`src/rtl/matrix_stream_pkg.sv`:
```
// Shared opcode values, opcode classification helpers and FSM state encoding
// for the matrix stream processor.
package matrix_stream_pkg;

    localparam logic [3:0] OP_ADD  = 4'd0;
    localparam logic [3:0] OP_SUB  = 4'd1;
    localparam logic [3:0] OP_MUL  = 4'd2;
    localparam logic [3:0] OP_AND  = 4'd3;
    localparam logic [3:0] OP_OR   = 4'd4;
    localparam logic [3:0] OP_XOR  = 4'd5;
    localparam logic [3:0] OP_ANDC = 4'd6;
    localparam logic [3:0] OP_XORC = 4'd7;
    localparam logic [3:0] OP_SHL  = 4'd8;
    localparam logic [3:0] OP_SHR  = 4'd9;
    localparam logic [3:0] OP_ROR  = 4'd10;

    typedef enum logic [1:0] {
        IDLE   = 2'd0,
        LOAD_A = 2'd1,
        LOAD_B = 2'd2,
        DRAIN  = 2'd3
    } state_e;

    function automatic logic is_legal(input logic [3:0] op);
        return op <= OP_ROR;
    endfunction

    // Illegal opcodes skip the B phase as well, so they count as unary.
    function automatic logic is_unary(input logic [3:0] op);
        return op >= OP_ANDC;
    endfunction

endpackage

```
`src/rtl/matrix_elem_alu.sv`:
```
// Combinational elementwise operator: one W-bit result from a, b, the captured
// constant c and the opcode. Illegal opcodes yield zero.
module matrix_elem_alu
    import matrix_stream_pkg::*;
#(
    parameter int W = 32
) (
    input  logic [W-1:0] a_i,
    input  logic [W-1:0] b_i,
    input  logic [W-1:0] c_i,
    input  logic [3:0]   op_i,
    output logic [W-1:0] result_o
);

    localparam int SW = $clog2(W);

    logic [SW-1:0]  sh;
    logic [2*W-1:0] rot;

    always_comb begin
        sh       = c_i[SW-1:0];
        // Shifting the doubled word right leaves the rotated value in the low half.
        rot      = {a_i, a_i} >> sh;
        result_o = '0;
        case (op_i)
            OP_ADD:  result_o = a_i + b_i;
            OP_SUB:  result_o = a_i - b_i;
            OP_MUL:  result_o = a_i * b_i;
            OP_AND:  result_o = a_i & b_i;
            OP_OR:   result_o = a_i | b_i;
            OP_XOR:  result_o = a_i ^ b_i;
            OP_ANDC: result_o = a_i & c_i;
            OP_XORC: result_o = a_i ^ c_i;
            OP_SHL:  result_o = a_i << sh;
            OP_SHR:  result_o = a_i >> sh;
            OP_ROR:  result_o = rot[W-1:0];
            default: result_o = '0;
        endcase
    end

endmodule

```
`src/rtl/matrix_stream_processor.sv`:
```
// Loads matrices A (and B for binary ops) over a valid/ready stream, then drains
// DEPTH elementwise results one per accepted output handshake.
module matrix_stream_processor
    import matrix_stream_pkg::*;
#(
    parameter int W     = 32,
    parameter int DEPTH = 8
) (
    input  logic         clk,
    input  logic         reset,
    input  logic [W-1:0] in_data,
    input  logic         in_valid,
    output logic         in_ready,
    input  logic [3:0]   opcode,
    input  logic [W-1:0] constant,
    output logic [W-1:0] out_data,
    output logic         out_valid,
    input  logic         out_ready,
    output logic         out_last,
    output logic         busy,
    output logic         err
);

    localparam int CW = (DEPTH > 1) ? $clog2(DEPTH) : 1;
    localparam logic [CW-1:0] LAST = CW'(DEPTH - 1);

    state_e         state_q, state_d;
    logic [CW-1:0]  cnt_q, cnt_d;
    logic [CW-1:0]  out_idx_q, out_idx_d;
    logic [3:0]     op_q, op_d;
    logic [W-1:0]   const_q, const_d;
    logic           err_q, err_d;
    logic [W-1:0]   out_data_q, out_data_d;
    logic [W-1:0]   mem_a_q [DEPTH];
    logic [W-1:0]   mem_b_q [DEPTH];

    logic           in_xfer, out_xfer;
    logic           wr_a, wr_b, load_out;
    logic [CW-1:0]  alu_idx;
    logic [W-1:0]   alu_res;

    assign in_ready  = (state_q != DRAIN);
    assign out_valid = (state_q == DRAIN);
    assign out_last  = out_valid && (out_idx_q == LAST);
    assign busy      = (state_q != IDLE);
    assign err       = err_q;
    assign out_data  = out_data_q;
    assign in_xfer   = in_valid && in_ready;
    assign out_xfer  = out_valid && out_ready;

    always_comb begin
        state_d   = state_q;
        cnt_d     = cnt_q;
        out_idx_d = out_idx_q;
        op_d      = op_q;
        const_d   = const_q;
        err_d     = err_q;
        wr_a      = 1'b0;
        wr_b      = 1'b0;
        load_out  = 1'b0;
        alu_idx   = out_idx_q + CW'(1);
        case (state_q)
            IDLE: begin
                if (in_xfer) begin
                    op_d    = opcode;
                    const_d = constant;
                    err_d   = !is_legal(opcode);
                    wr_a    = 1'b1;
                    cnt_d   = CW'(1);
                    state_d = LOAD_A;
                end
            end
            LOAD_A: begin
                if (in_xfer) begin
                    wr_a = 1'b1;
                    if (cnt_q == LAST) begin
                        cnt_d = '0;
                        if (is_unary(op_q)) begin
                            state_d   = DRAIN;
                            out_idx_d = '0;
                            alu_idx   = '0;
                            load_out  = 1'b1;
                        end else begin
                            state_d = LOAD_B;
                        end
                    end else begin
                        cnt_d = cnt_q + CW'(1);
                    end
                end
            end
            LOAD_B: begin
                if (in_xfer) begin
                    wr_b = 1'b1;
                    if (cnt_q == LAST) begin
                        cnt_d     = '0;
                        state_d   = DRAIN;
                        out_idx_d = '0;
                        alu_idx   = '0;
                        load_out  = 1'b1;
                    end else begin
                        cnt_d = cnt_q + CW'(1);
                    end
                end
            end
            DRAIN: begin
                if (out_xfer) begin
                    if (out_idx_q == LAST) begin
                        state_d   = IDLE;
                        out_idx_d = '0;
                    end else begin
                        out_idx_d = out_idx_q + CW'(1);
                        load_out  = 1'b1;
                    end
                end
            end
            default: state_d = IDLE;
        endcase
    end

    matrix_elem_alu #(.W(W)) u_alu (
        .a_i      (mem_a_q[alu_idx]),
        .b_i      (mem_b_q[alu_idx]),
        .c_i      (const_q),
        .op_i     (op_q),
        .result_o (alu_res)
    );

    assign out_data_d = load_out ? alu_res : out_data_q;

    always_ff @(posedge clk or posedge reset) begin
        if (reset) begin
            state_q    <= IDLE;
            cnt_q      <= '0;
            out_idx_q  <= '0;
            op_q       <= '0;
            const_q    <= '0;
            err_q      <= 1'b0;
            out_data_q <= '0;
        end else begin
            state_q    <= state_d;
            cnt_q      <= cnt_d;
            out_idx_q  <= out_idx_d;
            op_q       <= op_d;
            const_q    <= const_d;
            err_q      <= err_d;
            out_data_q <= out_data_d;
        end
    end

    always_ff @(posedge clk or posedge reset) begin
        if (reset) begin
            for (int i = 0; i < DEPTH; i++) begin
                mem_a_q[i] <= '0;
                mem_b_q[i] <= '0;
            end
        end else begin
            if (wr_a) mem_a_q[cnt_q] <= in_data;
            if (wr_b) mem_b_q[cnt_q] <= in_data;
        end
    end

endmodule

```
`config.mk`:
```
export PLATFORM = sky130hd
export DESIGN_NAME = matrix_stream_processor
export DESIGN_NICKNAME = d
export VERILOG_FILES = /design/src/rtl/matrix_stream_pkg.sv /design/src/rtl/matrix_elem_alu.sv /design/src/rtl/matrix_stream_processor.sv
export SDC_FILE = /design/constraint.sdc
export NUM_CORES = 2
export LEC_CHECK = 0
export CORE_AREA = 2 2 457 323
export CTS_CLUSTER_DIAMETER = 120
export CTS_CLUSTER_SIZE = 28
export DETAILED_ROUTE_END_ITERATION = 16
export DIE_AREA = 0 0 459 325
export GPL_TIMING_DRIVEN = 0
export PLACE_DENSITY = 0.62
export SYNTH_ARGS = -nofsm -noshare
export SYNTH_HDL_FRONTEND = slang
export SYNTH_SLANG_ARGS = --single-unit
```
`constraint.sdc`:
```
create_clock -name clk -period 27.9 [get_ports clk]
set_clock_uncertainty 0.15 [all_clocks]
set_input_delay 5.58 -clock clk [delete_from_list [all_inputs] [get_ports clk]]
set_output_delay 5.58 -clock clk [all_outputs]
set_load 0.02 [all_outputs]
```
# ---- Yosys cells after proc, flatten, opt, wreduce, memory -nomap -nowiden
# Cells that the tools add are included.
dict set report totals {
  output_inout_bits 37
  memories 0
  wordCells 133
  register_bits 589
  latchBits 0
  mem_bits_ro 0
  ramBits 0
  input_bits 72
}
dict set report op_classes {
  n_mux 49
  magnitude_cmp 5
  n_div 0
  eq_ne 25
  shift 3
  bitwise_logic 7
  mul 1
  add_sub_neg 4
  reduce_logical 16
}
# cell n
set op_table {}
lappend op_table {{$bwmux W256} 2}
lappend op_table {{$pmux W32 S11} 1}
lappend op_table {{$bmux W32 S3} 2}
lappend op_table {{$mux W32} 5}
lappend op_table {{$demux W32 S3} 1}
lappend op_table {{$and A32 B32 Y32} 2}
lappend op_table {{$shr A64 B5 Y32} 1}
lappend op_table {{$xor A32 B32 Y32} 2}
lappend op_table {{$mux W3} 15}
lappend op_table {{$add A32 B32 Y32} 1}
lappend op_table {{$mul A32 B32 Y32} 1}
lappend op_table {{$or A32 B32 Y32} 1}
lappend op_table {{$shl A32 B5 Y32} 1}
lappend op_table {{$shr A32 B5 Y32} 1}
lappend op_table {{$sub A32 B32 Y32} 1}
lappend op_table {{$eq A4 B3 Y1 const B} 4}
lappend op_table {{$mux W2} 7}
lappend op_table {{$ne A2 B2 Y1 const B} 7}
lappend op_table {{$reduce_and A7 Y1} 2}
lappend op_table {{$eq A4 B4 Y1 const B} 3}
lappend op_table {{$pmux W3 S2} 2}
lappend op_table {{$mux W1} 11}
lappend op_table {{$pmux W3 S3} 1}
lappend op_table {{$eq A4 B2 Y1 const B} 2}
lappend op_table {{22 further kinds} 34}

# ---- Depth between registers and ports, before layout
dict set report depth {
  word_depth 11
  depth_mapped 45
  ltp_nobuf 36
}

# ---- Cells and area by module
# A second synthesis with hierarchy kept.
dict set report unflattened {
  hier_cells 5042
  area_unflattened_um2 50925.1
}
# module instances seq_area_each_um2 cells_per_inst area_per_inst_um2
set modules_own_cells {}
lappend modules_own_cells {matrix_stream_processor 1 14739.1 2055 27151.0}
lappend modules_own_cells {matrix_elem_alu 1 0.0 2987 23774.1}

# ---- Least setup slack after synthesis
# OpenSTA, ideal clock, no wires.
dict set report synth_timing {
  path_kind {input-to-reg}
  startpoint {input port in_valid}
  endpoint {register out_data_q[29], in the netlist out_data[29]}
  stages 35
  slack_ns 13.496
  t_required_ns 27.612
  t_arrival_ns 14.116
  setup_time_ns 0.138
  path_buffers 6
  cell_sequence {and3b_1 -> o221ai_4 -> buf_6 -> nand2_1 -> buf_2 -> buf_2 -> buf_2 -> a21oi_1 -> o31ai_2 -> buf_2 -> buf_1 -> nor2_1 -> fa_1 -> fa_1 -> fa_1 -> inv_1 -> fa_1 -> inv_1 -> fa_1 -> inv_1 -> fa_1 -> inv_1 -> fa_1 -> fa_1 -> ha_1 -> a21oi_1 -> nor2b_1 -> or4_1 -> o21bai_1 -> o211ai_1 -> a21o_1 -> a21oi_1 -> xnor2_1 -> a222oi_1 -> o21ai_0}
}
dict set report synth_between {
  elab_chain_cells 9
  word_cells_on_any_way 26
  classes_between {add/sub: 2; mul: 1; shift: 3; mux: 13; bitwise: 6; reduce/logical: 1}
}
# element line
set synth_lines {}
lappend synth_lines {{start, declared} matrix_stream_processor.sv:12} ;# input logic in_valid,
lappend synth_lines {{$logic_and A1 B1 Y1 *} matrix_stream_processor.sv:48} ;# assign in_xfer = in_valid && in_ready;
lappend synth_lines {{$mux W3, on equally long branches} {matrix_stream_processor.sv:92, matrix_stream_processor.sv:74}}
lappend synth_lines {{$pmux W3 S2} matrix_stream_processor.sv:62} ;# case (state_q)
lappend synth_lines {{$not A3 Y4 (implied by the code)} {matrix_stream_processor.sv:121, matrix_stream_processor.sv:122}}
lappend synth_lines {{$bmux W32 S3, on equally long branches} {matrix_stream_processor.sv:121, matrix_stream_processor.sv:122}}
lappend synth_lines {{$mux W32, on equally long branches (2 in series)} {matrix_stream_processor.sv:121, matrix_stream_processor.sv:122}}
lappend synth_lines {{$mul A32 B32 Y32 (tied with other cells)} matrix_elem_alu.sv:28} ;# OP_MUL: result_o = a_i * b_i;
lappend synth_lines {{$pmux W32 S11} matrix_elem_alu.sv:25} ;# case (op_i)
lappend synth_lines {{end signal, assigned} matrix_stream_processor.sv:146} ;# out_data_q <= out_data_d;
lappend synth_lines {{end, declared} matrix_stream_processor.sv:33} ;# logic [W-1:0] out_data_q, out_data_d;
# Mark *: on every way between the ends. The rest lies on a longest branch, timed or not. The select of a mux whose other input is x is not followed.
# A chain may end at the register's enable or synchronous reset.

# ---- Worst setup path in the final report
dict set report layout_timing {
  startpoint {input port in_valid}
  endpoint {register out_data_q[31], in the netlist out_data[31]}
}
# The elaborated chain is that of the path after synthesis.

==> impl_metrics.json <==
{
  "gr-total-overflow": 0,
  "hpwl_microns": 186500,
  "num_rows": 117,
  "reg2reg_depth": 42,
  "hp-class": "reg -> reg",
  "drc": 0,
  "synth_flop_cell": "dfrtp_1",
  "wl_met1_microns": 102600,
  "syn_area_sq_um": 50470,
  "holdBufCountCts": 0,
  "grt_util_all_layers_pct": 31.98,
  "antenna_left": 0,
  "insertion_delay_ns": 0.68,
  "antenna_found_initial": 14,
  "wl_microns": 243500,
  "hold_path.startpoint": "out_idx_q[1]",
  "period_needed_ns": 19.15,
  "highest_layer": "met5",
  "place_congestion": 1.061,
  "first_pass_iters": 7,
  "drv_cap": 2,
  "die-height_microns": 325,
  "grt_start_max_net_pins": 133,
  "io_buffers": 108,
  "yosys.area.top_type_share_pct": 29.20,
  "synthTopCellsByCount": "589 x dfrtp_1, 572 x mux2_2, 506 x nor2_1",
  "max_stage_delay_ns": 1.07,
  "violations": "capacitance limit, slew limit",
  "netlist_instances": 5040,
  "ys_types": 100,
  "fin_nets": 5836,
  "vias": 43970,
  "worstPathMaxFanout": 10,
  "place_area_sq_um": 54210,
  "start_util_pct": 34.90,
  "reg2reg_from": "out_idx_q[0]",
  "synth_seq_cells": 589,
  "syn-num-nets": 5686,
  "wl_met2_microns": 92820,
  "cts_buffer_depth": 3,
  "synthTopCellsByArea": "dfrtp_1 29%, fa_1 16%, mux2_2 13%",
  "dr_wl_met3_microns": 37020,
  "clkTransAtPathRegs_ns": 0.11,
  "cts_resized": 0,
  "status": "finished with violations",
  "cts_sinks": 589,
  "root_buffer": "clkbuf_16",
  "setup_violations": 0,
  "yosysSeqAreaShare_pct": 29.20,
  "timing.final.hold_violations": 0,
  "cpMostUsedCell": "fa_1",
  "ys_async_sr_fraction_pct": 100.0,
  "die_area_sq_um": 149200,
  "cts_made_buffers": 28,
  "synth.most_common_cell": "dfrtp_1",
  "synth-edff-count": 0,
  "relSlewSlack_pct": -5.107,
  "grt_setup_unrepaired": "no",
  "htreeDepth": 1,
  "synthToLayoutAreaGrowth_pct": 9.165,
  "slew_viol_final": 22,
  "worstMarginPinSlew_ns": 1.577,
  "pin_count": 109,
  "synth_top_cell_by_area": "dfrtp_1",
  "fin_crit_sh_pct": 68.64,
  "fin_area_sq_um": 55100,
  "drtIter0Drc": 6820,
  "grt_pass1_wl_microns": 339400,
  "startpoint_type": "primary input",
  "fin_util_pct": 38.09,
  "cp_slowest_cell": "clkbuf_1",
  "crit_start": "in_valid",
  "worst_r2r_endpoint": "out_data[30]",
  "whs_path_depth": 2,
  "avgViaCountPerCell": 6.190,
  "core_region_area_sq_um": 144600,
  "worstPathRequired_ns": 28.28,
  "critical_path_class": "in -> reg",
  "hold_end": "out_idx_q[1]",
  "cts_tree": "yes",
  "arrival_ns": 19.54,
  "r2r_slack_ns": 13.04,
  "ys_warn_count": 0,
  "cts_setup_buffers": 0,
  "drive_gt1_share_pct": 16.23,
  "syn_avg_cell_area_sq_um": 10.01,
  "first_global_vias": 42500,
  "wire_per_inst_microns": 34.28,
  "dieWidth_microns": 459,
  "max_freq_ghz": 0.05221,
  "crit_path_end_kind": "flop"
}
-- worst max path at each step --
stage	to	slack (ns)	cells past startpoint
6_report	out_data[31]	8.75	32
5_1_grt	out_data[30]	8.89	39
4_1_cts	out_data[31]	9.51	32
3_5_place_dp	out_data[31]	8.83	32
3_3_place_gp	mem_a_q[165]	-2.00	2
2_1_floorplan	cnt_q[0]	5.69	1
-- cell families after synthesis --
| logic type | after synthesis | share of synthesized area [%] |
|---|---|---|
| buffers and inverters | 839 | 6.723 |
| AOI/OAI and AO/OA | 907 | 12.11 |
| DFF | 589 | 29.20 |
| adders and majority gates | 574 | 20.31 |
| and+or+nand+nor | 1188 | 10.09 |
| xor gates and xnor gates | 166 | 3.074 |
| muxes | 777 | 18.49 |
-- metal layers --
layer	vias up	track usage, %
li1	17490	-
met1	22720	46.58
met2	3218	42.04
met3	531	12.89
met4	12	10.97
met5	-	0.4167
-- sequential cells by signal (all words and copies together) (netlist names) --
name	flops
mem_a_q	256
mem_b_q	256
const_q	32
out_data	32
op_q	4
cnt_q	3
out_idx_q	3
state_q	2
err	1
-- cell type report --
type / count / area [sq um]
sequential: 589 / 14740
antenna: 4 / 10.01
multi-input combinational: 3612 / 32400
clock buffer: 28 / 700.7
clock inverter: 7 / 153.9
fill: 14370 / 89540
tap: 1904 / 2382
inverter: 453 / 1708
timing repair buffer: 120 / 1304
buffer: 386 / 1697
-- through the flow --
stage               setup slack, ns  cells  hold slack (ns)  TNS (ns)
floorplan                     5.687   5040           0.3038         0
global placement             -2.002   7052           0.3172  -1106.09
detailed placement            8.826   7062           0.3250         0
CTS                           9.506   7097           0.3506         0
global route                  8.895   7099           0.3704         0
finish                        8.748   7103           0.3464         0
-- cell usage in the layout, fill, tap and decap left out, drive strengths merged, types with 64 or more instances in the layout --
cell type,synthesis,final
xnor2,124,124
fa,409,409
clkdlybuf4s50,0,108
ha,165,165
buf,148,159
mux2,572,572
nand3,64,64
mux2i,138,138
a21oi,206,206
mux4,67,67
inv,444,446
clkbuf,238,266
dfrtp,589,589
nand2,403,403
nor2,510,510
o21ai,214,214
-- worst max-delay path, delay by kind of cell --
kind / cells / cell delay [ns]
adder cells (fa/ha/maj): 9 / 4.80
XOR/XNOR: 1 / 0.80
AND/OR/NAND/NOR: 5 / 1.24
AO/OA/AOI/OAI: 9 / 3.05
buffers and inverters: 8 / 3.99
Power is not shown: default switching activity piles up to over one toggle a cycle in this logic, so the estimate is an artifact.
